## src/rtl/cpu_pkg.sv

```systemverilog
// Shared ISA definitions for the 8-bit accumulator CPU: opcodes, controller phases, widths.
package cpu_pkg;

  localparam int OPCODE_WIDTH = 3;
  localparam int PHASE_WIDTH  = 3;

  localparam logic [2:0] HLT = 3'd0;
  localparam logic [2:0] SKZ = 3'd1;
  localparam logic [2:0] ADD = 3'd2;
  localparam logic [2:0] AND = 3'd3;
  localparam logic [2:0] XOR = 3'd4;
  localparam logic [2:0] LDA = 3'd5;
  localparam logic [2:0] STO = 3'd6;
  localparam logic [2:0] JMP = 3'd7;

  typedef enum logic [2:0] {
    INST_ADDR  = 3'd0,
    INST_FETCH = 3'd1,
    INST_LOAD  = 3'd2,
    IDLE       = 3'd3,
    OP_ADDR    = 3'd4,
    OP_FETCH   = 3'd5,
    ALU_OP     = 3'd6,
    STORE      = 3'd7
  } phase_t;

  function automatic logic is_aluop(input logic [2:0] op);
    return (op == ADD) || (op == AND) || (op == XOR) || (op == LDA);
  endfunction

endpackage

```

## src/rtl/cpu_controller.sv

```systemverilog
// Eight-phase sequencer: every instruction takes exactly 8 clocks, no stalls.
// Outputs are a combinational decode of phase, halted flag, opcode, zero and rst.
module cpu_controller #(
  parameter int OPCODE_WIDTH = cpu_pkg::OPCODE_WIDTH,
  parameter int PHASE_WIDTH  = cpu_pkg::PHASE_WIDTH
) (
  input  logic                    clk,
  input  logic                    rst,
  input  logic [OPCODE_WIDTH-1:0] opcode,
  input  logic                    zero,
  output logic                    sel,
  output logic                    rd,
  output logic                    ld_ir,
  output logic                    inc_pc,
  output logic                    halt,
  output logic                    ld_pc,
  output logic                    data_e,
  output logic                    ld_ac,
  output logic                    wr,
  output logic [PHASE_WIDTH-1:0]  phase
);
  import cpu_pkg::*;

  phase_t phase_q;
  logic   halted;
  logic   aluop;

  assign aluop = is_aluop(opcode);
  assign phase = phase_q;

  always_ff @(posedge clk) begin
    if (rst) begin
      phase_q <= INST_ADDR;
      halted  <= 1'b0;
    end else if (!halted) begin
      // HLT freezes the counter at OP_ADDR rather than advancing past it
      if (phase_q == OP_ADDR && opcode == HLT) begin
        halted <= 1'b1;
      end else begin
        phase_q <= phase_t'(phase_q + 3'd1);
      end
    end
  end

  always_comb begin
    sel    = 1'b0;
    rd     = 1'b0;
    ld_ir  = 1'b0;
    inc_pc = 1'b0;
    halt   = 1'b0;
    ld_pc  = 1'b0;
    data_e = 1'b0;
    ld_ac  = 1'b0;
    wr     = 1'b0;
    if (rst) begin
      // everything stays low while reset is held
    end else if (halted) begin
      halt = 1'b1;
    end else begin
      case (phase_q)
        INST_ADDR: sel = 1'b1;
        INST_FETCH: begin
          sel = 1'b1;
          rd  = 1'b1;
        end
        INST_LOAD: begin
          sel   = 1'b1;
          rd    = 1'b1;
          ld_ir = 1'b1;
        end
        IDLE: begin
          sel = 1'b1;
          rd  = 1'b1;
        end
        OP_ADDR: begin
          inc_pc = 1'b1;
          halt   = (opcode == HLT);
        end
        OP_FETCH: rd = aluop;
        ALU_OP: begin
          rd     = aluop;
          inc_pc = (opcode == SKZ) && zero;
          ld_pc  = (opcode == JMP);
          data_e = (opcode == STO);
        end
        STORE: begin
          rd     = aluop;
          ld_ac  = aluop;
          ld_pc  = (opcode == JMP);
          data_e = (opcode == STO);
          wr     = (opcode == STO);
        end
        default: ;
      endcase
    end
  end

endmodule

```

## config.mk

```make
export PLATFORM = sky130hd
export DESIGN_NAME = cpu_controller
export DESIGN_NICKNAME = d
export VERILOG_FILES = /design/src/rtl/cpu_pkg.sv /design/src/rtl/cpu_controller.sv
export SDC_FILE = /design/constraint.sdc
export NUM_CORES = 1
export LEC_CHECK = 0
export BUFFER_PORTS_ARGS = -buffer_cell sky130_fd_sc_hd__buf_2
export CORE_AREA = 2 2 39 41
export CTS_CLUSTER_SIZE = 12
export DETAILED_ROUTE_END_ITERATION = 8
export DIE_AREA = 0 0 41 43
export HOLD_SLACK_MARGIN = 0.1
export PLACE_DENSITY = 0.59
export SLEW_MARGIN = 40
export SYNTH_ARGS = -nofsm -noshare
export SYNTH_HDL_FRONTEND = slang
export SYNTH_SLANG_ARGS = --single-unit
```

## constraint.sdc

```tcl
create_clock -name clk -period 2.9 [get_ports clk]
set_clock_uncertainty 0.1 [all_clocks]
set_input_delay 0.29 -clock clk [delete_from_list [all_inputs] [get_ports clk]]
set_output_delay 0.29 -clock clk [all_outputs]
set_load 0.05 [all_outputs]
```

==> summary.txt <==
Placement
  – Placed Area: 536.8 sq um
  – GPL Wtd Cong: 0.6846
  – Final HPWL DP: 809.3 microns
  – Pre-CTS setup slack: 0.9258 ns
  – I/O Buffers: 17

Global routing
  – GRT Util Overall: 12.34%
  – GR Overflow Total: 0
  – Vias in the first global route: 360
  – Pin count of the biggest net entering global routing: 14
  – Global-route wire length before repair: 1.504 mm
  – Initial antenna violation count: 0

Floorplan
  – Initial Utilization: 31.56%
  – # rows: 14
  – Die height: 43 microns
  – Core Area: 0.001384 sq mm
  – Ports: 18
  – Die ar.: 0.001763 sq mm
  – Die X: 41 microns

Worst setup path
  – R2r startpoint: phase[0]
  – Worst path arrival time: 1.83 ns
  – Kind of critical path: register to output pin
  – R2r worst-path depth: 5
  – Kind of start point of the critical path: register
  – Critical Path RT: 2.51 ns
  – Setup slack, reg-to-reg: 1.21 ns
  – Max FO, Critical Path: 10
  – Worst setup EP type: output pin
  – Reg-to-reg endpoint: phase[0]

Worst hold path
  – Min-delay src: rst
  – Tightest Hold Check Type: input port to register
  – Worst hold endpoint: halted
  – Worst hold stages: 2

Yosys
  – Largest cells by area after synthesis: dfxtp_1 (18%), ha_1 (17%), a21oi_1 (4.6%)
  – Post-synthesis async set-or-reset flop share: 0%
  – Cells after synthesis: 53
  – Syn_nets: 65
  – Post-Syn Area: 436.7 sq um
  – EDFF count, synth: 0
  – Synth area leader: dfxtp_1
  – Post-Syn Area per Cell: 8.239 sq um
  – Main flop type after synthesis: dfxtp_1
  – Synth Warn #: 0
  – Commonest cells post-synth: ha_1 (6), nor2_1 (5), a21oi_1 (4), dfxtp_1 (4), inv_1 (4)
  – Sequential area share after synthesis: 18.34%
  – Most frequent cell after synthesis: ha_1
  – Share of the synthesized area in the top cell type: 18.34%
  – Yosys cell types: 29
  – #FFs+latches synth: 4

Timing
  – Crit share post-route: 76.70%
  – Setup TNS: 0 ns
  – Final-report max-slew violation count: 0
  – Setup ws final: 0.6757 ns
  – Final hold violations: 0
  – Final setup fails: 0
  – Tightest Pin Transition: 0.4362 ns
  – RSZ-0062 raised after global routing: no
  – Slew headroom: 70.81%
  – Min Tclk post-route: 2.224 ns
  – Max Clk Rate: 449.6 MHz

Power and ir drop
  – Lkg Pwr: 0.2610 nW
  – Worst vdd ir: 0.3410 mV
  – PD cells: 821.7 mW/mm^2

Run
  – Max cap viols: 0

Layout
  – Area Growth Syn to Fin: 28.08%
  – Antenna cells: 0
  – Nets: 84
  – Share of cells above drive strength 1: 35.71%
  – Cell area after layout: 559.3 sq um

Clock network
  – Max clock buf depth: 2
  – Post-CTS sizing: 0
  – Clk slew on worst S/H paths: 0.04 ns
  – Num CTS Buffers: 3
  – Clock sinks: 4
  – Hold-fix buffer count after cts: 0
  – CTS tree: done
  – Clk_lat worst skew: 0.24 ns
  – Number of setup buffers added after CTS: 0
  – CTS Root Cell: clkbuf_4
  – H-tree levels: 1

Drt
  – Routed Wire Length: 1.026 mm
  – Drt drc: 0
  – DRT iter0 DRCs: 6
  – Wire per inst: 11.93 microns
  – Detailed Routing Iterations Pass 1: 2
  – Routed vias: 453
  – Avg Vias per Cell: 5.267
  – Final ANT Viol Nets: 0

Run status
  – Status: complete, no violations
==> layout make-up <==
cell class	count	area (sq um)
Tap cell	16	20.02
Clock buffer	3	22.52
Fill cell	150	824.5
Multi-Input combinational cell	42	336.6
Timing Repair Buffer	17	85.08
Inverter	4	15.01
Sequential cell	4	80.08
==> flip-flops by register name, summed over array words and instances (netlist names) <==
register,flops
halted,1
phase,3
==> cells by family after synthesis <==
group	share of synthesized area, %
flip-flops	18.34
adder cells (fa/ha/maj)	17.19
XOR/XNOR	2.006
buffers and inverters	8.881
AND/OR/NAND/NOR	34.96
AO/OA/AOI/OAI	18.63
==> report_power, final <==
group / switching, mW / internal [mW] / leakage (nW)
combinational: 0.204 / 0.0859 / 0.214
clock: 0.0241 / 0.0464 / 0.0138
sequential: 0.0273 / 0.0715 / 0.0331
total: 0.256 / 0.204 / 0.261
==> per-stage QoR <==
| stage | utilization [%] | hold WS, ns | total power [mW] | cells |
|---|---|---|---|---|
| CTS | 40.42 | 0.2558 | 0.4671 | 86 |
| global placement | 38.79 | 0.4941 | 0.3934 | 83 |
| floorplan | - | 0.4033 | 0.3285 | 53 |
| finish | 40.42 | 0.2620 | 0.4596 | 86 |
| global route | 40.42 | 0.2735 | 0.4979 | 86 |
| detailed placement | 38.79 | 0.5035 | 0.3930 | 83 |
==> per-layer routing <==
metal	vias to the layer above	part of all wire [%]	track usage (%)
met2	19	46	19.69
met5	-	0	0
met1	201	46	15.38
met3	0	8.0	6.283
li1	233	-	-
met4	0	0	0
==> worst max-delay path, stage by stage, from the launching register on <==
cell	delay (ns)
dfxtp_1	0.48
inv_1	0.10
ha_1	0.23
or3_1	0.37
a21oi_1	0.15
nor2_1	0.05
buf_2	0.21
==> placed cells by master, fill, tap and decap left out, drive strengths merged <==
| cell type | count |
|---|---|
| xor2 | 1 |
| a21oi | 4 |
| o311ai | 1 |
| a41oi | 1 |
| buf | 17 |
| nor2 | 5 |
| o211ai | 1 |
| o21ai | 1 |
| nor4b | 2 |
| and3b | 1 |
| a31oi | 1 |
| nand2 | 2 |
| a211oi | 1 |
| or3 | 1 |
| nor4 | 2 |
| o31a | 1 |
| clkbuf | 3 |
| dfxtp | 4 |
| nand3b | 1 |
| and3 | 2 |
| ha | 6 |
| nand2b | 2 |
| or4 | 2 |
| inv | 4 |
| o2111ai | 1 |
| nand4b | 2 |
| or2 | 1 |
==> how the worst max path moves through the flow <==
stage | start | end | cells past startpoint
after global routing | phase[0] | sel | 6
after floorplan | phase[0] | ld_pc | 4
after detailed placement | phase[0] | sel | 6
after CTS | phase[0] | sel | 6
after global placement | phase[0] | sel | 6
final | phase[0] | sel | 6
No activity file was read; power rests on OpenSTA's default activity.
